### src/rtl/home_pkg.sv
// Shared definitions for the home-automation sensor bus.
// Latency: n/a (types and constants only).
// Backpressure: n/a.
package home_pkg;

  // Temperature code presented to the automation controller on ST[1:0].
  localparam logic [1:0] ST_NORMAL = 2'b00;
  localparam logic [1:0] ST_COLD   = 2'b01;
  localparam logic [1:0] ST_HOT    = 2'b10;
  localparam logic [1:0] ST_FAULT  = 2'b11;

  // Temperature path: wait for a sample, then classify it on the next cycle.
  typedef enum logic {
    TS_IDLE,
    TS_CLASSIFY
  } temp_state_e;

endpackage

### src/rtl/debounce_cell.sv
// Synchronizes one raw contact and debounces it into a clean level.
// Latency: first edge sampling a new level is k, output moves at k+1+DEBOUNCE_CYCLES.
// Backpressure: none; the output is a free-running level.
// Ports: clk, rst (sync, active-low), raw_in (async contact), deb_out (clean level).
module debounce_cell #(
  parameter int DEBOUNCE_CYCLES = 4
) (
  input  logic clk,
  input  logic rst,
  input  logic raw_in,
  output logic deb_out
);

  localparam int CNT_W = $clog2(DEBOUNCE_CYCLES + 1);

  logic             sync1_q, sync1_d;
  logic             sync2_q, sync2_d;
  logic             out_q, out_d;
  logic [CNT_W-1:0] cnt_q, cnt_d;

  always_comb begin
    sync1_d = raw_in;
    sync2_d = sync1_q;
    out_d   = out_q;
    cnt_d   = '0;
    // Any cycle where the synchronized level agrees with the output restarts
    // the run; the output only flips after a full run of disagreeing cycles.
    if (sync2_q != out_q) begin
      if (cnt_q == CNT_W'(DEBOUNCE_CYCLES - 1)) begin
        out_d = sync2_q;
        cnt_d = '0;
      end else begin
        cnt_d = cnt_q + CNT_W'(1);
      end
    end
  end

  always_ff @(posedge clk) begin
    if (!rst) begin
      sync1_q <= 1'b0;
      sync2_q <= 1'b0;
      out_q   <= 1'b0;
      cnt_q   <= '0;
    end else begin
      sync1_q <= sync1_d;
      sync2_q <= sync2_d;
      out_q   <= out_d;
      cnt_q   <= cnt_d;
    end
  end

  assign deb_out = out_q;

endmodule

### src/rtl/sensor_frontend.sv
// Sensor bus producer: debounced contacts, sticky fire alarm, temperature code, change event.
// Latency: contacts k+1+DEBOUNCE_CYCLES, ST one edge after accept, evt one edge after any output change.
// Backpressure: temp_ready drops for the classify cycle; at most one sample per 2 cycles.
// Ports: clk, rst (sync, active-low); raw_fd/raw_rd/raw_w/raw_fa contacts; fa_clear;
//        temp_data/temp_valid/temp_ready sample handshake; SFD/SRD/SW/SFA levels; ST code; evt pulse.
module sensor_frontend
  import home_pkg::*;
#(
  parameter int DEBOUNCE_CYCLES = 4,
  parameter int TEMP_W          = 8,
  parameter int T_COLD          = 18,
  parameter int T_HOT           = 28,
  parameter int HYST            = 2,
  parameter int TIMEOUT         = 1000
) (
  input  logic              clk,
  input  logic              rst,
  input  logic              raw_fd,
  input  logic              raw_rd,
  input  logic              raw_w,
  input  logic              raw_fa,
  input  logic              fa_clear,
  input  logic [TEMP_W-1:0] temp_data,
  input  logic              temp_valid,
  output logic              temp_ready,
  output logic              SFD,
  output logic              SRD,
  output logic              SW,
  output logic              SFA,
  output logic [1:0]        ST,
  output logic              evt
);

  localparam int WD_W = $clog2(TIMEOUT + 1);

  // Thresholds are held one bit wider than the sample so the hysteresis
  // offsets can neither overflow nor underflow.
  localparam logic [TEMP_W:0] COLD_LIM  = (TEMP_W + 1)'(T_COLD);
  localparam logic [TEMP_W:0] HOT_LIM   = (TEMP_W + 1)'(T_HOT);
  localparam logic [TEMP_W:0] COLD_EXIT = COLD_LIM + (TEMP_W + 1)'(HYST);
  localparam logic [TEMP_W:0] HOT_EXIT  = HOT_LIM - (TEMP_W + 1)'(HYST);

  function automatic logic [1:0] st_next(input logic [TEMP_W-1:0] smp,
                                         input logic [1:0]        cur);
    logic [TEMP_W:0] s;
    logic [1:0]      res;
    s   = {1'b0, smp};
    res = cur;
    case (cur)
      ST_COLD: begin
        if (s > HOT_LIM)         res = ST_HOT;
        else if (s >= COLD_EXIT) res = ST_NORMAL;
        else                     res = ST_COLD;
      end
      ST_HOT: begin
        if (s < COLD_LIM)        res = ST_COLD;
        else if (s <= HOT_EXIT)  res = ST_NORMAL;
        else                     res = ST_HOT;
      end
      default: begin
        // Normal and fault both reclassify from scratch.
        if (s < COLD_LIM)        res = ST_COLD;
        else if (s > HOT_LIM)    res = ST_HOT;
        else                     res = ST_NORMAL;
      end
    endcase
    return res;
  endfunction

  // ---------------- contact path ----------------
  logic sfd_deb, srd_deb, sw_deb, fa_deb;

  debounce_cell #(.DEBOUNCE_CYCLES(DEBOUNCE_CYCLES)) u_deb_fd (
    .clk(clk), .rst(rst), .raw_in(raw_fd), .deb_out(sfd_deb));
  debounce_cell #(.DEBOUNCE_CYCLES(DEBOUNCE_CYCLES)) u_deb_rd (
    .clk(clk), .rst(rst), .raw_in(raw_rd), .deb_out(srd_deb));
  debounce_cell #(.DEBOUNCE_CYCLES(DEBOUNCE_CYCLES)) u_deb_w (
    .clk(clk), .rst(rst), .raw_in(raw_w), .deb_out(sw_deb));
  debounce_cell #(.DEBOUNCE_CYCLES(DEBOUNCE_CYCLES)) u_deb_fa (
    .clk(clk), .rst(rst), .raw_in(raw_fa), .deb_out(fa_deb));

  // Fire alarm latch: a high debounced level always (re)sets it, which also
  // makes a clear request coinciding with the level rising lose.
  logic sfa_q, sfa_d;

  always_comb begin
    sfa_d = sfa_q;
    if (fa_deb)        sfa_d = 1'b1;
    else if (fa_clear) sfa_d = 1'b0;
  end

  // ---------------- temperature path ----------------
  temp_state_e       state_q, state_d;
  logic [TEMP_W-1:0] sample_q, sample_d;
  logic [1:0]        st_q, st_d;
  logic [WD_W-1:0]   wd_q, wd_d;
  logic              accept;
  logic              wd_hit;

  // Ready is gated by reset so the source never sees an accept during reset.
  assign temp_ready = rst && (state_q == TS_IDLE);
  assign accept     = temp_valid && temp_ready;
  // The watchdog only fires on the cycle it would reach TIMEOUT, and an
  // accept on that same cycle takes precedence.
  assign wd_hit     = !accept && (wd_q == WD_W'(TIMEOUT - 1));

  always_comb begin
    wd_d = wd_q;
    if (accept)                     wd_d = '0;
    else if (wd_q != WD_W'(TIMEOUT)) wd_d = wd_q + WD_W'(1);
  end

  always_comb begin
    state_d  = state_q;
    sample_d = sample_q;
    st_d     = st_q;
    case (state_q)
      TS_IDLE: begin
        if (accept) begin
          sample_d = temp_data;
          state_d  = TS_CLASSIFY;
        end else if (wd_hit) begin
          st_d = ST_FAULT;
        end
      end
      TS_CLASSIFY: begin
        st_d    = st_next(sample_q, st_q);
        state_d = TS_IDLE;
      end
      default: state_d = TS_IDLE;
    endcase
  end

  // ---------------- change event ----------------
  logic [5:0] out_vec;
  logic [5:0] prev_q, prev_d;
  logic       evt_q, evt_d;

  assign out_vec = {sfd_deb, srd_deb, sw_deb, sfa_q, st_q};

  always_comb begin
    prev_d = out_vec;
    evt_d  = (out_vec != prev_q);
  end

  always_ff @(posedge clk) begin
    if (!rst) begin
      sfa_q    <= 1'b0;
      state_q  <= TS_IDLE;
      sample_q <= '0;
      st_q     <= ST_NORMAL;
      wd_q     <= '0;
      prev_q   <= '0;
      evt_q    <= 1'b0;
    end else begin
      sfa_q    <= sfa_d;
      state_q  <= state_d;
      sample_q <= sample_d;
      st_q     <= st_d;
      wd_q     <= wd_d;
      prev_q   <= prev_d;
      evt_q    <= evt_d;
    end
  end

  assign SFD = sfd_deb;
  assign SRD = srd_deb;
  assign SW  = sw_deb;
  assign SFA = sfa_q;
  assign ST  = st_q;
  assign evt = evt_q;

endmodule

### config.mk
export PLATFORM = sky130hd
export DESIGN_NAME = sensor_frontend
export DESIGN_NICKNAME = d
export VERILOG_FILES = /design/src/rtl/home_pkg.sv /design/src/rtl/debounce_cell.sv /design/src/rtl/sensor_frontend.sv
export SDC_FILE = /design/constraint.sdc
export NUM_CORES = 1
export LEC_CHECK = 0
export BUFFER_PORTS_ARGS = -buffer_cell sky130_fd_sc_hd__buf_2
export CAP_MARGIN = 25
export CORE_ASPECT_RATIO = 2
export CORE_MARGIN = 2
export CORE_UTILIZATION = 60
export CTS_CLUSTER_DIAMETER = 50
export DETAILED_ROUTE_END_ITERATION = 16
export PLACE_DENSITY = 0.92
export REMOVE_ABC_BUFFERS = 1
export SLEW_MARGIN = 25
export SYNTH_ARGS = -nofsm -noshare
export SYNTH_HDL_FRONTEND = slang
export SYNTH_HIERARCHICAL = 1
export SYNTH_SLANG_ARGS = --single-unit
### constraint.sdc
create_clock -name clk -period 4.2 [get_ports clk]
set_input_delay 0.84 -clock clk [delete_from_list [all_inputs] [get_ports clk]]
set_output_delay 0.84 -clock clk [all_outputs]
set_load 0.01 [all_outputs]
==> results.yml <==
logic_synthesis:
  synth.cell_area_mm2: 0.00214
  yosys.area.top_type_share_pct: 49.6
  asyncSetResetFlopFracSynth_pct: 0
  postSynthAreaPerCell_um2: 10.0
  area_leader_netlist: "sky130_fd_sc_hd__dfxtp_1"
  synth_flop_cell: "sky130_fd_sc_hd__dfxtp_1"
  synth_most_common_cell: "sky130_fd_sc_hd__dfxtp_1"
  netlist_top_cells_area: "sky130_fd_sc_hd__dfxtp_1 (50%), sky130_fd_sc_hd__ha_1 (7.0%), sky130_fd_sc_hd__xnor2_1 (6.1%)"
  ys_seq_elements: 53
  edff_count_synth: 0
  synth_cell_types: 35
  synth_seq_area_share_pct: 49.6
  postSynthCellCount: 213
  yosysWarnings: 6
  post_synth_most_frequent_cells: "sky130_fd_sc_hd__dfxtp_1 (53), sky130_fd_sc_hd__nand2_1 (21), sky130_fd_sc_hd__xnor2_1 (15), sky130_fd_sc_hd__and2_1 (14), sky130_fd_sc_hd__nor2_1 (14)"
setup_path:
  worst_path_most_repeated_cell: "sky130_fd_sc_hd__buf_2"
  worstPathBufferInverterCount: 2
  r2r_cells: 3
  critPathLaunch: "rst"
  endpoint: "temp_ready"
  startpoint_type: "primary input"
  timing.critical_path.to_type: "output pin"
  crit_slowest_cell: "sky130_fd_sc_hd__buf_2"
  worst_path_dominant_cell_family: "buffers and inverters"
  slack_of_the_worst_reg_to_reg_path_ns: 2.56
  critPathMaxFanout: 45
  critPathArrivalTime_ns: 1.62
  worstReg2RegEnd: "wd_q[2]"
  r2r_start: "state_q"
  crit_path_cell_trace: "buf_2 > and2b_1 > buf_2"
  criticalPathCategory: "in2out"
  timing.critical_path.depth: 3
  cpPeakStageDelay_ns: 0.46
  worstPathRequired_ns: 3.36
floorplan:
  initial_utilization_pct: 62.6
  fp.dieW_um: 46.2
  ioPinCount: 24
  fp.dieH_um: 88.4
  rows: 30
  fp.dieArea_mm2: 0.00408
  floorplan.core_area_mm2: 0.00342
timing:
  period_minus_slack_ns: 2.46
  timing.final.setup_violations: 0
  final_hold_vios: 0
  finClkSkew_ns: 0.00649
  max_freq_ghz: 0.406
  timing_worst_slew_pin_value_ns: 0.584
  timing.max_slew.rel_slack_pct: 61.1
  final.setup.tns_ns: 0
  unrepaired_setup_endpoints_after_global_routing: "no"
  slew_violations: 0
  min_period_over_period_pct: 58.6
routing:
  wire_per_inst_um: 12.5
  vias: 1492
  total_wirelength_of_the_detailed_routed_design_um: 3570
  antenna_violating_nets_post_route: 0
  drc: 0
  first_pass_iters: 4
  post_drt_via_cell_ratio: 5.22
  drt_first_iter_violations: 20
place:
  globalplace.congestion: 0.799
  io_buffer_count: 23
  detailedPlacementHpwl_um: 2530
  post-place-cells: 278
cells_and_area:
  area.sequential_mm2: 0.00106
  fin_nets: 265
  n_fill_cell: 250
  num_antenna_cells: 0
  finish.cell_count_without_fillers: 286
  synthesis_to_finish_area_growth_pct: 12.1
  multi_input_area_um2: 998
  share_of_final_layout_standard_cells_stronger_than_drive_strength_1_pct: 15.1
pwr:
  total_leakage_power_uw: 0.000925
  peak_supply_drop_v: 0.000416
  ratio_of_total_power_to_cell_area_mw_per_mm2: 393
cts:
  cts.repair.resized: 0
  insertion_delay_ns: 0.30
  cts.clk_slew.worst_paths_ns: 0.09
  cts_tree: "yes"
  clock_tree.root_cell: "sky130_fd_sc_hd__clkbuf_8"
  numClockSinks: 53
  cts-htree-levels: 2
  cts_buffers: 5
  cts_setup_buffers: 0
  cts_max_path_buffers: 2
  cts_hold_repair.buffers: 0
global_route:
  grt_pass1_wl_um: 6020
  first_global_vias: 1496
  antenna_violations_before_repair: 0
  all_layer_global_routing_usage_pct: 20.4
  globalRoute.totalOverflow: 0
  grt_start_max_net_pins: 46
min_path:
  timing.hold.worst.class: "reg2reg"
flow_run:
  max-cap-violations: 0
outcome:
  run_status: "completed"
## per-stage QoR
step           hold WS, ns  instance area [um^2]  worst slack (ns)  total power, uW  util (%)
2_1_floorplan        0.407                  2100              2.35              578         -
3_3_place_gp         0.414                  2280              1.63              600      66.7
3_5_place_dp         0.422                  2280              1.60              603      66.7
4_1_cts              0.439                  2400              1.73              949      70.1
5_1_grt              0.446                  2400              1.65              976      70.1
6_report             0.437                  2400              1.74              941      70.1
## placed cells by master (no fill, tap or decap), drive strengths merged
| cell | n |
|---|---|
| inv | 12 |
| clkbuf | 7 |
| a21oi | 2 |
| mux2i | 5 |
| bufinv | 1 |
| nand2b | 1 |
| nor3b | 1 |
| o31ai | 1 |
| and3b | 1 |
| a211oi | 1 |
| nor3 | 4 |
| and4bb | 4 |
| nand2 | 21 |
| o2111ai | 1 |
| xnor2 | 15 |
| a31oi | 2 |
| xor2 | 4 |
| nand4 | 2 |
| nand3b | 1 |
| nor4 | 3 |
| ha | 12 |
| nor2 | 14 |
| buf | 23 |
| o21a | 1 |
| o31a | 1 |
| o21ai | 12 |
| dfxtp | 53 |
| nor2b | 5 |
| and2b | 1 |
| nor4b | 8 |
| and2 | 14 |
| nand3 | 4 |
| nand4b | 1 |
## worst min path at each step
stage	end	depth (start not counted)	start
after global routing	u_deb_fa/cnt_q[0]	1	u_deb_fa/cnt_q[0]
after floorplan	u_deb_fa/cnt_q[0]	1	u_deb_fa/cnt_q[0]
final	u_deb_fa/cnt_q[0]	1	u_deb_fa/cnt_q[0]
after global placement	u_deb_fa/sync2_q	1	u_deb_fa/sync1_q
after detailed placement	u_deb_fa/sync2_q	1	u_deb_fa/sync1_q
after CTS	u_deb_fa/cnt_q[0]	1	u_deb_fa/cnt_q[0]
## layer usage
metal  part of all wire, %  GRT usage [%]  up-vias
li1                      -              -      761
met1                    36           20.4      698
met2                    57           36.2       23
met3                   2.5           3.67       10
met4                   3.7           13.0        0
met5                     0              0        -
## cells by family (layout without fill, tap and decap cells)
| group | Yosys count | count (layout) | synth area share (%) |
|---|---|---|---|
| fa+ha+maj | 12 | 12 | 7.03 |
| buf+inv | 18 | 43 | 3.63 |
| xor+xnor | 19 | 19 | 7.79 |
| simple gates | 85 | 85 | 23.8 |
| flops | 53 | 53 | 49.6 |
| mux | 5 | 5 | 2.34 |
| compound gates | 21 | 21 | 5.74 |
## power by group
part | switching [uW] | internal, uW | total [uW]
logic | 31.9 | 27.8 | 59.7
registers | 13.7 | 519 | 532
clock network | 155 | 194 | 349
total | 200 | 741 | 941
## layout make-up
class	instances	area share [%]
well taps	48	2.51
repair buffers	23	4.80
flip-flops and latches	53	44.3
inverters	12	1.88
clock inverters	1	1.25
multi-input cells	142	41.7
clock buffers	7	3.60
## registers in the layout, summed over array words and instances (netlist names)
register / cells
SFA: 1
u_deb_w/cnt_q: 3
u_deb_fd/deb_out: 1
u_deb_rd/sync1_q: 1
u_deb_w/sync2_q: 1
state_q: 1
u_deb_fa/sync2_q: 1
u_deb_fd/cnt_q: 3
wd_q: 10
u_deb_rd/cnt_q: 3
prev_q: 6
evt: 1
u_deb_fd/sync1_q: 1
u_deb_rd/sync2_q: 1
sample_q: 8
u_deb_fd/sync2_q: 1
ST: 2
u_deb_fa/cnt_q: 3
u_deb_w/deb_out: 1
u_deb_fa/deb_out: 1
u_deb_rd/deb_out: 1
u_deb_fa/sync1_q: 1
u_deb_w/sync1_q: 1
Note: power is estimated with default switching activity, not from simulation.
